`config.mk`:
```
export PLATFORM = sky130hd
export DESIGN_NAME = c3routing_avmm_hop
export DESIGN_NICKNAME = d
export VERILOG_FILES = /design/src/rtl/c3routing_avmm_hop.sv
export SDC_FILE = /design/constraint.sdc
export NUM_CORES = 1
export LEC_CHECK = 0
export CORE_UTILIZATION = 35
export DETAILED_ROUTE_END_ITERATION = 8
export DONT_BUFFER_PORTS = 1
export GPL_ROUTABILITY_DRIVEN = 0
export PLACE_DENSITY_LB_ADDON = 0.25
export SETUP_SLACK_MARGIN = 0.02
export SKIP_CTS_REPAIR_TIMING = 1
export SLEW_MARGIN = 20
export SYNTH_ARGS = -nofsm -noshare
export SYNTH_HDL_FRONTEND = slang
export SYNTH_SLANG_ARGS = --single-unit
```
`constraint.sdc`:
```
create_clock -name i_avmm_clk -period 18.6 [get_ports i_avmm_clk]
set_input_delay 2.79 -clock i_avmm_clk [delete_from_list [all_inputs] [get_ports i_avmm_clk]]
set_output_delay 2.79 -clock i_avmm_clk [all_outputs]
set_load 0.02 [all_outputs]
```
`src/rtl/c3routing_avmm_hop.sv`:
```
// One hop of the per-channel AVMM daisy chain: routes upstream requests to the local
// slave or downstream, returns responses, and errors out requests nobody answers.
module c3routing_avmm_hop #(
  parameter int          CHNL_ID     = 0,
  parameter int          CHNL_W      = 6,
  parameter int          ADDR_W      = 17,
  parameter int          TIMEOUT_CYC = 64,
  parameter logic [31:0] ERR_RDATA   = 32'hBADC_0DE0
) (
  input  logic                     i_avmm_clk,
  input  logic                     i_avmm_rst,
  input  logic [ADDR_W+CHNL_W-1:0] i_addr,
  input  logic                     i_write,
  input  logic                     i_read,
  input  logic [31:0]              i_wdata,
  input  logic [3:0]               i_byteen,
  output logic [31:0]              o_rdata,
  output logic                     o_rdatavalid,
  output logic                     o_waitreq,
  output logic [ADDR_W-1:0]        o_lcl_addr,
  output logic                     o_lcl_write,
  output logic                     o_lcl_read,
  output logic [31:0]              o_lcl_wdata,
  output logic [3:0]               o_lcl_byteen,
  input  logic [31:0]              i_lcl_rdata,
  input  logic                     i_lcl_rdatavalid,
  input  logic                     i_lcl_waitreq,
  output logic [ADDR_W+CHNL_W-1:0] o_dn_addr,
  output logic                     o_dn_write,
  output logic                     o_dn_read,
  output logic [31:0]              o_dn_wdata,
  output logic [3:0]               o_dn_byteen,
  input  logic [31:0]              i_dn_rdata,
  input  logic                     i_dn_rdatavalid,
  input  logic                     i_dn_waitreq,
  output logic                     o_timeout_err
);

  localparam int                CNT_W    = $clog2(TIMEOUT_CYC + 1);
  localparam logic [CNT_W-1:0]  CNT_LAST = CNT_W'(TIMEOUT_CYC - 1);
  localparam logic [CHNL_W-1:0] MY_CHNL  = CHNL_W'(CHNL_ID);

  typedef enum logic [1:0] {
    IDLE   = 2'd0,
    ISSUE  = 2'd1,
    ACK    = 2'd2,
    RDWAIT = 2'd3
  } state_t;

  state_t           state;
  logic             is_wr;
  logic             tgt_lcl;
  logic             rdv_held;
  logic             timed_out;
  logic [31:0]      rdata_held;
  logic [CNT_W-1:0] cnt;

  logic             sel_lcl;
  logic             tgt_waitreq;
  logic             tgt_rdv;
  logic [31:0]      tgt_rdata;

  assign sel_lcl     = (i_addr[ADDR_W+CHNL_W-1:ADDR_W] == MY_CHNL);
  assign tgt_waitreq = tgt_lcl ? i_lcl_waitreq    : i_dn_waitreq;
  assign tgt_rdv     = tgt_lcl ? i_lcl_rdatavalid : i_dn_rdatavalid;
  assign tgt_rdata   = tgt_lcl ? i_lcl_rdata      : i_dn_rdata;

  // Transaction FSM; every output is a register updated here.
  always_ff @(posedge i_avmm_clk or posedge i_avmm_rst) begin
    if (i_avmm_rst) begin
      state         <= IDLE;
      is_wr         <= 1'b0;
      tgt_lcl       <= 1'b0;
      rdv_held      <= 1'b0;
      timed_out     <= 1'b0;
      rdata_held    <= '0;
      cnt           <= '0;
      o_rdata       <= '0;
      o_rdatavalid  <= 1'b0;
      o_waitreq     <= 1'b1;
      o_lcl_addr    <= '0;
      o_lcl_write   <= 1'b0;
      o_lcl_read    <= 1'b0;
      o_lcl_wdata   <= '0;
      o_lcl_byteen  <= '0;
      o_dn_addr     <= '0;
      o_dn_write    <= 1'b0;
      o_dn_read     <= 1'b0;
      o_dn_wdata    <= '0;
      o_dn_byteen   <= '0;
      o_timeout_err <= 1'b0;
    end else begin
      // Read data is a single-cycle pulse.
      o_rdatavalid <= 1'b0;
      o_rdata      <= '0;
      case (state)
        IDLE: begin
          o_waitreq <= 1'b1;
          if (i_read || i_write) begin
            is_wr     <= i_write;
            tgt_lcl   <= sel_lcl;
            rdv_held  <= 1'b0;
            timed_out <= 1'b0;
            cnt       <= '0;
            state     <= ISSUE;
            if (sel_lcl) begin
              o_lcl_addr   <= i_addr[ADDR_W-1:0];
              o_lcl_write  <= i_write;
              o_lcl_read   <= !i_write;
              o_lcl_wdata  <= i_wdata;
              o_lcl_byteen <= i_byteen;
            end else begin
              o_dn_addr   <= i_addr;
              o_dn_write  <= i_write;
              o_dn_read   <= !i_write;
              o_dn_wdata  <= i_wdata;
              o_dn_byteen <= i_byteen;
            end
          end
        end
        ISSUE: begin
          // A real accept wins over a timeout landing on the same edge.
          if (!tgt_waitreq || (cnt == CNT_LAST)) begin
            o_lcl_addr   <= '0;
            o_lcl_write  <= 1'b0;
            o_lcl_read   <= 1'b0;
            o_lcl_wdata  <= '0;
            o_lcl_byteen <= '0;
            o_dn_addr    <= '0;
            o_dn_write   <= 1'b0;
            o_dn_read    <= 1'b0;
            o_dn_wdata   <= '0;
            o_dn_byteen  <= '0;
            o_waitreq    <= 1'b0;
            state        <= ACK;
            if (tgt_waitreq) begin
              timed_out     <= 1'b1;
              o_timeout_err <= 1'b1;
            end else if (!is_wr && tgt_rdv) begin
              rdv_held   <= 1'b1;
              rdata_held <= tgt_rdata;
            end
          end else begin
            cnt <= cnt + CNT_W'(1);
          end
        end
        ACK: begin
          o_waitreq <= 1'b1;
          if (is_wr) begin
            state <= IDLE;
          end else if (timed_out) begin
            o_rdatavalid <= 1'b1;
            o_rdata      <= ERR_RDATA;
            state        <= IDLE;
          end else if (rdv_held) begin
            o_rdatavalid <= 1'b1;
            o_rdata      <= rdata_held;
            state        <= IDLE;
          end else if (tgt_rdv) begin
            o_rdatavalid <= 1'b1;
            o_rdata      <= tgt_rdata;
            state        <= IDLE;
          end else begin
            cnt   <= '0;
            state <= RDWAIT;
          end
        end
        RDWAIT: begin
          o_waitreq <= 1'b1;
          if (tgt_rdv) begin
            o_rdatavalid <= 1'b1;
            o_rdata      <= tgt_rdata;
            state        <= IDLE;
          end else if (cnt == CNT_LAST) begin
            o_rdatavalid  <= 1'b1;
            o_rdata       <= ERR_RDATA;
            o_timeout_err <= 1'b1;
            state         <= IDLE;
          end else begin
            cnt <= cnt + CNT_W'(1);
          end
        end
        default: begin
          o_waitreq <= 1'b1;
          state     <= IDLE;
        end
      endcase
    end
  end

endmodule

```
After elaboration in Yosys (flattened, before gate mapping)
Index checks and enable logic that the tools add are counted.
{"block": "word_totals", "inputBits": 131, "mem_bits_ro": 0, "reg_bits": 196, "mem_bits_rw": 0, "wordCells": 145, "mem_count": 0, "latchBits": 0, "out_inout_bits": 151}
{"block": "classes", "multipliers": 0, "div_mod_pow": 0, "add_sub_neg": 1, "bitwise": 1, "reduce_logical": 20, "order_cmp": 0, "shifts": 0, "n_mux": 82, "eq_ne": 20}
{"op": "$mux 32", "n": 12}
{"op": "$pmux 32 s2", "n": 3}
{"op": "$mux 23", "n": 3}
{"op": "$mux 7", "n": 8}
{"op": "$mux 17", "n": 3}
{"op": "$pmux 23 s2", "n": 1}
{"op": "$pmux 17 s2", "n": 1}
{"op": "$ne 2x2->1 const B", "n": 15}
{"op": "$pmux 7 s4", "n": 1}
{"op": "$mux 1", "n": 25}
{"op": "$mux 4", "n": 5}
{"op": "$pmux 1 s2", "n": 9}
{"op": "$mux 2", "n": 8}
{"op": "$pmux 4 s2", "n": 2}
{"op": "$reduce_and 4->1", "n": 4}
{"op": "$reduce_and 5->1", "n": 2}
{"op": "$pmux 2 s4", "n": 1}
{"op": "$reduce_and 8->1", "n": 1}
{"op": "$add 7x1->7 const B", "n": 1}
{"op": "$eq 7x6->1 const B", "n": 1}
{"op": "$logic_not 6->1", "n": 1}
{"op": "$eq 2x2->1 const B", "n": 2}
{"op": "$reduce_bool 2->1", "n": 2}
{"op": "$logic_not 1->1", "n": 3}
{"op": "9 further kinds", "n": 10}

Longest topological paths before layout
Gate-level depths: netlist (run 1).
{"block": "logic_depth", "word_depth": 6, "mapped_depth": 7, "mapped_depth_nobuf": 5}

Least setup slack after synthesis (run 1)
Ideal clock, no wire load.
{"block": "synth_path", "kind": "input to register", "from": "in i_addr[19]", "to": "reg o_dn_byteen[0]", "slack_ns": 14.468, "required_ns": 18.465, "n_path_buf": 3, "cell_stages": 6, "setup_ns": 0.135, "arrival_time_ns": 3.997, "cell_sequence": "nor4_1 -> a211o_1 -> clkbuf_1 -> buf_2 -> clkbuf_1 -> o22ai_1"}
{"block": "synth_via", "elab_chain_cells": 3}
{"element": "start: declaration", "line": "12", "rtl": "input logic [ADDR_W+CHNL_W-1:0] i_addr,"}
{"element": "$logic_not 6->1", "line": "63", "rtl": "assign sel_lcl = (i_addr[ADDR_W+CHNL_W-1:ADDR_W] == MY_CHNL);"}
{"element": "$ne 2x2->1 (no line)"}
{"element": "$reduce_and 4->1 (no line)"}
{"element": "end signal: assignment", "line": "117", "rtl": "o_dn_byteen <= i_byteen;"}
{"element": "end: declaration", "line": "32", "rtl": "output logic [3:0] o_dn_byteen,"}
Every way passes these cells.
A chain may end at the register's enable or synchronous reset.

Worst setup path after layout (run 1)
{"block": "layout_path", "from": "in i_lcl_waitreq", "to": "reg o_lcl_wdata[22]"}
{"block": "layout_via", "elab_chain_cells": 5}
{"element": "start: declaration", "line": "27", "rtl": "input logic i_lcl_waitreq,"}
{"element": "$mux 1", "line": "64", "rtl": "assign tgt_waitreq = tgt_lcl ? i_lcl_waitreq : i_dn_waitreq;"}
{"element": "$logic_not 1->1", "line": "123", "rtl": "if (!tgt_waitreq || (cnt == CNT_LAST)) begin"}
{"element": "$logic_or 1x1->1", "line": "123"}
{"element": "$ne 2x2->1 (no line)"}
{"element": "$reduce_and 4->1 (no line)"}
{"element": "end signal: assignment", "line": "110", "rtl": "o_lcl_wdata <= i_wdata;"}
{"element": "end: declaration", "line": "23", "rtl": "output logic [31:0] o_lcl_wdata,"}
Every way passes these cells.

==> results of run 1 <==
-- power breakdown --
group | switching [W] | leakage (nW) | internal [W] | total (W)
combinational | 0.000219 | 0.933 | 0.000123 | 0.000342
sequential | 0.000201 | 2.59 | 0.000548 | 0.000749
clock | 0.000193 | 0.308 | 0.000198 | 0.000391
total | 0.000613 | 3.83 | 0.000869 | 0.00148
-- synthesized netlist by cell type, drive strengths merged (2+ instances only) --
cell type and instances:
o22ai 117, mux2i 34, nand3 5, a31o 2, nand2 192, a211o 2, a21o 2, clkbuf 40
nand4 3, buf 27, nor3 2, nor2 42, dfrtp 195, nor4 2, inv 14, mux2 4
a21boi 2, o221ai 16, a21oi 48, o21ai 26, o211ai 2
-- registers in the layout (all words and copies together), names as in the netlist, 2 cells and up --
register / cells
state: 2
o_lcl_wdata: 32
o_lcl_addr: 17
cnt: 7
o_lcl_byteen: 4
rdata_held: 32
o_dn_wdata: 32
o_dn_byteen: 4
o_rdata: 32
o_dn_addr: 23
-- area by class of cell --
class	instances	area, um2
clock buffer	17	425.4
inverter	14	60.06
timing repair buffer	9	87.58
multi-input combinational	525	3008
clock inverter	15	206.4
sequential	196	4907
fill	2249	13830
tap	313	391.6
-- per-layer routing --
layer  GRT usage (%)  vias up
met2           26.88      242
met3           6.778       18
li1                -     2757
met5               0        -
met1           22.52     2816
met4           5.789        0
-- cells by family after synthesis --
family          share of synthesized area (%)
mux                                     4.797
flops                                   59.34
buf+inv                                 4.479
simple gates                            12.64
compound gates                          18.60
fa+ha+maj                              0.1513
-- worst max path at each step --
| stage | from | endpoint | slack (ps) | cells after the start |
|---|---|---|---|---|
| 6_report | i_lcl_waitreq | o_lcl_wdata[22] | 14170 | 5 |
| 5_1_grt | i_lcl_waitreq | o_lcl_wdata[22] | 13990 | 5 |
| 4_1_cts | i_addr[19] | o_dn_wdata[22] | 14120 | 3 |
| 3_5_place_dp | i_addr[19] | o_dn_addr[12] | 13660 | 4 |
| 3_3_place_gp | i_addr[19] | o_dn_wdata[3] | 13670 | 3 |
| 2_1_floorplan | i_avmm_rst | cnt[0] | 10470 | 1 |
-- stage by stage --
stage | hold WS [ps] | total power [W]
after floorplan | 450.5 | 0.001006
after global placement | 458.5 | 0.001091
after detailed placement | 467.1 | 0.001098
after CTS | 479.7 | 0.001496
after global routing | 503.6 | 0.001571
final | 478.8 | 0.001481
-- worst max-delay path, cell delays in order --
cell     delay, ps
mux2i_1        270
a21oi_1        150
nor2_4         350
buf_4          840
o22ai_1        170
==> summary.md, run 1 <==
| Metric | Value |
|---|---|
| Synth Flop Type | dfrtp_1 |
| Cell depth of the worst hold path | 2 |
| Post-synth EDFFs | 0 |
| Slew Limit Fails | 0 |
| Async SR Flop Fraction | 100.0% |
| I/O Buffers | 0 |
| Initial Util | 36.08% |
| CTS sink cnt | 196 |
| Setup violators final | 0 |
| Syn Inst Count | 802 |
| Worst hold endpoint | o_rdata[30] |
| Post-DP Area | 8427 um2 |
| Drt wl/cell | 19.44 um |
| Ranking of synthesized cells by area | dfrtp_1, o22ai_1, nand2_1, mux2i_1, a21oi_2 |
| Most common cell after layout, fill and taps aside | dfrtp_1 |
| Fmax | 225.9 MHz |
| CTS clk-pin slew, worst paths | 80 ps |
| Post-Layout Cell Count | 1,089 |
| Via count | 5,833 |
| Post-synth top area share | 59.02% |
| Number of global-route vias before repair | 5,634 |
| First-pass GRT wire length | 32,570 um |
| Met3 Wirelength | 1969 um |
| Crit path launch type | input pin |
| Antenna diodes | 0 |
| Crit Reg-Reg Startpoint | tgt_lcl |
| Initial DRC count | 261 |
| Period utilization | 23.80% |
| Total wire length | 21,170 um |
| Slew HR | 29.24% |
| Worst-Skew Late Latency | 440 ps |
| R2r setup slk | 15,330 ps |
| Post-DP HPWL | 13,390 um |
| Top Layer Used | met4 |
| Yosys cell types | 53 |
| WS Path Type | in -> reg |
| Die ar. | 24,240 um2 |
| Final Hold Vio Count | 0 |
| Mapped Avg Cell Area | 10.31 um2 |
| Pin count of the biggest net entering global routing | 135 |
| Critical R2R Capture | o_lcl_wdata[22] |
| Unrepaired setup endpoints after global routing | false |
| Worst slew pin tran | 1061 ps |
| Htree depth | 4 |
| CP Max Fanout | 103 |
| Metal2 WL | 9746 um |
| Layout area overhead | 9.897% |
| Yosys reg bits | 196 |
| Power Dens Cells | 163.0 nW/um2 |
| WL met1 | 9136 um |
| DP Worst Slack | 13,660 ps |
| Total GRT Usage | 17.48% |
| Reg2reg path depth | 5 |
| Final instance area | 9086 um2 |
| Vias per inst | 5.356 |
| Final Skew | 15.70 ps |
| GRT Residual Overflow | 0 |
| Final core occ | 39.65% |
| Worst Hold Class | reg -> reg |
| Placed cells | 1,056 |
| Initial antenna violation count | 0 |
| Status | finished, final reports clean |
| Most frequent cells in the layout | dfrtp_1, nand2_1, o22ai_1 |
| Worst EP required | 18,850 ps |
| Final ANT Viol Nets | 0 |
| Share of layout cells above drive strength 1 | 11.21% |
| Maxcap violations | 0 |
| Seq/Total Area, Yosys | 59.34% |
| CP arrival | 4680 ps |
| Clock Path Buffers | 2 |
| Leak pwr | 3.834 nW |
| Worst vdd ir | 0.0001164 V |
| Chip width | 155.7 um |
| Core Area | 22,920 um2 |
| Nets@finish | 895 |
| Top-level I/O count | 282 |
| Setup Total Neg Slack | 0 ps |
| Die Y | 155.7 um |
| FP Rows | 55 |
| Final min period | 4426 ps |
| DRC viols | 0 |
| DR pass1 iterations | 5 |
| Inserted Clock Buffers | 17 |
| Worst Slack Setup Final | 14,170 ps |
| HP Start | rdata_held[30] |
| TritonCTS clock tree | yes |
| Crit path capture type | flop |
| Mapped Area | 8268 um2 |
| Syn nets | 934 |
| Yosys top cell by area | dfrtp_1 |
| Clock root cell | clkbuf_16 |
| Ys Warns | 0 |
(Power assumes the default switching activity.)
==> run 2: changes to the inputs <==
- clock period: 18.6 -> 3.68 ns (I/O delays scaled with it)
==> run 2 against run 1 <==
Clock skew down 0.53 ps; first-iteration DRC count rose by 52%; worst setup slack worse by 13000 ps; register-to-register slack got worse by 14000 ps; critical path depth is 1 lower; sequential share of layout area down 0.48 points; global-route usage down 0.27 points; critical endpoint is now rdata_held[31].
==> summary.md, run 2 (synthesized netlist as in run 1, its figures left out) <==
| Metric | Value |
|---|---|
| Most frequent cells in the layout | dfrtp_1, nand2_1, o22ai_1 (unchanged) |
| Setup violators final | 0 (unchanged) |
| Antenna diodes | 0 (unchanged) |
| Leak pwr | 3.861 nW (was 3.834 nW) |
| Vias per inst | 5.374 (was 5.356) |
| I/O Buffers | 0 (unchanged) |
| Clock Path Buffers | 2 (unchanged) |
| Final Skew | 15.17 ps (was 15.70 ps) |
| Nets@finish | 899 (was 895) |
| Worst vdd ir | 0.0003209 V (was 0.0001164 V) |
| Die ar. | 24,240 um2 (unchanged) |
| Setup Total Neg Slack | 0 ps (unchanged) |
| Hold_ws | 44.38 ps (was 478.8 ps) |
| Unrepaired setup endpoints after global routing | false (unchanged) |
| Post-DP Area | 8503 um2 (was 8427 um2) |
| Chip width | 155.7 um (unchanged) |
| Status | finished, final reports clean (unchanged) |
| DR pass1 iterations | 4 (was 5) |
| Most common cell after layout, fill and taps aside | dfrtp_1 (unchanged) |
| Drt wl/cell | 19.24 um (was 19.44 um) |
| First-pass GRT wire length | 32,200 um (was 32,570 um) |
| Top-level I/O count | 282 (unchanged) |
| Number of global-route vias before repair | 5,560 (was 5,634) |
| Clock root cell | clkbuf_16 (unchanged) |
| Period utilization | 66.30% |
| Htree depth | 4 (unchanged) |
| CP Max Fanout | 59 (was 103) |
| CTS sink cnt | 196 (unchanged) |
| Final Hold Vio Count | 0 (unchanged) |
| Core Area | 22,920 um2 (unchanged) |
| Final instance area | 9168 um2 (was 9086 um2) |
| Fmax | 409.9 MHz |
| CTS clk-pin slew, worst paths | 80 ps (about the same) |
| FF+latch area | 4907 um2 (unchanged) |
| Final min period | 2440 ps |
| Total wire length | 21,030 um (was 21,170 um) |
| Via count | 5,874 (was 5,833) |
| DRC viols | 0 (unchanged) |
| FILL cells | 2,245 (was 2,249) |
| Area occupied by multi-input gates | 3008 um2 (unchanged) |
| Slew Limit Fails | 0 (unchanged) |
| Final ANT Viol Nets | 0 (unchanged) |
| Total GRT Usage | 17.21% (was 17.48%) |
| Initial antenna violation count | 0 (unchanged) |
| Layout area overhead | 10.88% (was 9.897%) |
| Post-DP HPWL | 13,500 um (was 13,390 um) |
| Worst-Skew Late Latency | 430 ps (was 440 ps) |
| CP arrival | 2750 ps (was 4680 ps) |
| Slew HR | 44.29% (was 29.24%) |
| FP Rows | 55 (unchanged) |
| Initial DRC count | 398 (was 261) |
| Pin count of the biggest net entering global routing | 123 (was 135) |
| Maxcap violations | 0 (unchanged) |
| Worst EP required | 3990 ps (was 18,850 ps) |
| TritonCTS clock tree | yes (unchanged) |
| Worst Hold Class | in -> async (was reg -> reg) |
| Worst slew pin tran | 835.6 ps (was 1061 ps) |
| Die Y | 155.7 um (unchanged) |
| Crit path launch type | flop (was input pin) |
| CP max stage delay | 780 ps (was 840 ps) |
| CP Cell Sequence | nand2b_1, nor4_4, buf_12, mux2_4 (was mux2i_1, a21oi_1, nor2_4, buf_4, o22ai_1) |
| Power Dens Cells | 818.5 nW/um2 (was 163.0 nW/um2) |
| WS Path Type | reg -> reg (was in -> reg) |
| Total power | 0.007503 W (was 0.001481 W) |
| Inserted Clock Buffers | 17 (unchanged) |
| Critical-path top delay cell | dfrtp_1 (was buf_4) |
| Initial Util | 36.08% (unchanged) |
| Share of layout cells above drive strength 1 | 11.67% (was 11.21%) |
| GRT Residual Overflow | 0 (unchanged) |
| Crit path capture type | flop (unchanged) |
[run 2: cell types whose count changed in the layout (fill, tap and decap cells not counted)]
cell	change
clkinv_8	+3
inv_12	-1
buf_12	+4
clkinvlp_4	+1
inv_8	-5
inv_6	+2
[run 2: through the flow]
step	setup WS [ps]	std cells	utilization (%)
floorplan	596.4	802	-
global placement	1001	1060	37.11
detailed placement	956.5	1060	37.11
CTS	1260	1092	39.89
global route	1060	1093	40.01
finish	1240	1093	40.01
[run 2: layout make-up]
class,instances,area share [%]
well taps,313,4.272
inverters,14,0.6142
clock buffers,17,4.640
multi-input cells,525,32.81
flip-flops and latches,196,53.53
clock inverters,15,2.307
repair buffers,13,1.829
[run 2: path summary, 6_finish.rpt]
check	from	end	slack, ps	cells after the start
worst max-delay path	state[0]	rdata_held[31]	1240	4
worst min-delay path	i_avmm_rst	o_rdata[2]	40	1
worst max register to register	state[0]	rdata_held[31]	1240	4
worst min register to register	rdata_held[30]	o_rdata[30]	480	2
max in group asynchronous	i_avmm_rst	o_dn_wdata[5]	2780	2
min in group i_avmm_clk	i_write	o_dn_read	230	1
[run 2: critical path, delay by kind of cell, from the launching register on]
| family | cells | cell delay (ps) |
|---|---|---|
| AND/OR/NAND/NOR | 2 | 830 |
| flip-flops | 1 | 780 |
| buffers and inverters | 1 | 340 |
| multiplexers | 1 | 330 |
[run 2: routing by layer]
layer	routed length [um]	part of all wire (%)	GRT usage, %	vias to the layer above
met3	1931	9.2	6.722	7
met2	9686	46	26.65	257
met5	0	0	0	-
met1	9306	44	22.79	2853
met4	101	0.48	3.641	0
li1	-	-	-	2757
[run 2: power breakdown]
group	total, W	internal (W)	switching [W]
Combinational	0.00178	0.000643	0.00114
Sequential	0.00377	0.00277	0.00100
Clock	0.00195	0.000993	0.000961
==> run 3: changes to the inputs <==
- clock period: 3.68 -> 2.2 ns (I/O delays scaled with it)
==> run 3 against run 2 <==
Combinational power grew 81%; global-route usage rose by 0.70 points; hold slack got worse by 37 ps; worst setup slack got worse by 880 ps.
==> summary.md, run 3 (synthesized netlist as in run 1, its figures left out) <==
| Metric | Value |
|---|---|
| Status | finished, final reports clean (unchanged) |
| Cell depth of the worst hold path | 1 |
| Final Skew | 19.43 ps (was 15.17 ps) |
| Drt wl/cell | 19.12 um (was 19.24 um) |
| Final min period | 1842 ps (was 2440 ps) |
| TritonCTS clock tree | yes (unchanged) |
| Nets@finish | 922 (was 899) |
| Total GRT Usage | 17.92% (was 17.21%) |
| Number of global-route vias before repair | 5,817 (was 5,560) |
| DRC viols | 0 (unchanged) |
| CP arrival | 2160 ps (was 2750 ps) |
| Vias per inst | 5.309 (was 5.374) |
| Die ar. | 24,240 um2 (unchanged) |
| Slew HR | 60.62% (was 44.29%) |
| Core Area | 22,920 um2 (unchanged) |
| Slew Limit Fails | 0 (unchanged) |
| Worst slew pin tran | 585.3 ps (was 835.6 ps) |
| Htree depth | 4 (unchanged) |
| Via count | 5,925 (was 5,874) |
| Initial Util | 36.08% (unchanged) |
| I/O Buffers | 0 (unchanged) |
| Setup violators final | 0 (unchanged) |
| FP Rows | 55 (unchanged) |
| Final Hold Vio Count | 0 (unchanged) |
| Antenna diodes | 0 (unchanged) |
| DR pass1 iterations | 4 (unchanged) |
| Inserted Clock Buffers | 17 (unchanged) |
| CTS sink cnt | 196 (unchanged) |
| Reg2reg path depth | 5 (was 4) |
| Crit path capture type | flop (unchanged) |
| WS Path Type | reg -> reg (unchanged) |
| Layout area overhead | 13.45% (was 10.88%) |
| Unrepaired setup endpoints after global routing | false (unchanged) |
| Post-DP HPWL | 14,630 um (was 13,500 um) |
| Leak pwr | 3.981 nW (was 3.861 nW) |
| Share of layout cells above drive strength 1 | 13.95% (was 11.67%) |
| Most frequent cells in the layout | dfrtp_1, nand2_1, o22ai_1 (unchanged) |
| Chip width | 155.7 um (unchanged) |
| First-pass GRT wire length | 33,300 um (was 32,200 um) |
| Worst EP required | 2520 ps (was 3990 ps) |
| GRT Residual Overflow | 0 (unchanged) |
| CP Max Fanout | 4 (was 59) |
| Clock Path Buffers | 2 (unchanged) |
| Worst-Skew Late Latency | 440 ps (was 430 ps) |
| Most common cell after layout, fill and taps aside | dfrtp_1 (unchanged) |
| Post-DP Area | 8743 um2 (was 8503 um2) |
| Initial DRC count | 383 (was 398) |
| Clock root cell | clkbuf_16 (unchanged) |
| Worst Hold Class | in -> reg (was in -> async) |
| Period utilization | 83.71% (was 66.30%) |
| Final instance area | 9380 um2 (was 9168 um2) |
| Fmax | 543.0 MHz (was 409.9 MHz) |
| Pin count of the biggest net entering global routing | 88 (was 123) |
| Final ANT Viol Nets | 0 (unchanged) |
| Power Dens Cells | 1352 nW/um2 (was 818.5 nW/um2) |
| Initial antenna violation count | 0 (unchanged) |
| Top-level I/O count | 282 (unchanged) |
| Die Y | 155.7 um (unchanged) |
| Maxcap violations | 0 (unchanged) |
| Total power | 0.01269 W (was 0.007503 W) |
| Total wire length | 21,340 um (was 21,030 um) |
| CTS clk-pin slew, worst paths | 80 ps (about the same) |
| Crit path launch type | flop (unchanged) |
| Worst vdd ir | 0.0006145 V (was 0.0003209 V) |
run 3: changes by cell type in the layout (fill, tap and decap cells not counted), sizes merged:
cell and change:
clkinvlp +2, clkinv -6, dlygate4sd3 +2, inv +5
bufinv -1, buf +21
run 3: area by class of cell:
| class | count | area [um2] |
|---|---|---|
| clock buffers | 17 | 425.4 |
| clock inverters | 15 | 191.4 |
| fillers | 2223 | 13540 |
| inverters | 14 | 56.30 |
| multi-input cells | 525 | 3008 |
| flip-flops and latches | 196 | 4907 |
| well taps | 313 | 391.6 |
| repair buffers | 36 | 400.4 |
run 3: power breakdown:
group	switching, W	internal, W	total (W)
Clock	0.00164	0.00157	0.00321
Sequential	0.00161	0.00463	0.00624
Combinational	0.00201	0.00123	0.00323
run 3: path summary, 6_finish.rpt:
| check | start | endpoint | slack [ps] |
|---|---|---|---|
| worst max-delay path | cnt[0] | cnt[5] | 360 |
| worst min-delay path | i_write | o_dn_read | 7 |
| worst max register to register | cnt[0] | cnt[5] | 360 |
| worst min register to register | rdata_held[9] | o_rdata[9] | 480 |
| max in group asynchronous | i_avmm_rst | o_dn_wdata[6] | 980 |
| min in group asynchronous | i_avmm_rst | o_rdata[26] | 400 |
run 3: per-layer routing:
| metal | vias to the layer above | global-route usage (%) | share of wire, % |
|---|---|---|---|
| li1 | 2805 | - | - |
| met1 | 2863 | 23.20 | 44 |
| met2 | 241 | 27.76 | 46 |
| met3 | 16 | 6.667 | 8.8 |
| met4 | 0 | 5.696 | 1.3 |
| met5 | - | 0 | 0 |
run 3: critical path, cell delays in order (launching register included):
cell and delay [ps]:
dfrtp_1 400, ha_1 240, and3_1 220, a2111o_1 380, a211o_1 290, a32o_1 200
run 3: per-stage QoR:
step	TNS, ps	setup slack [ps]	util (%)	instances	hold WS, ps
finish	0	358.5	40.93	1116	6.949
global placement	0	231.8	38.15	1082	250.3
detailed placement	0	261.9	38.15	1082	248.3
global route	0	136.7	40.93	1116	0.7434
floorplan	-129030	-661.6	-	802	438.5
CTS	0	355.0	40.85	1114	-231.1
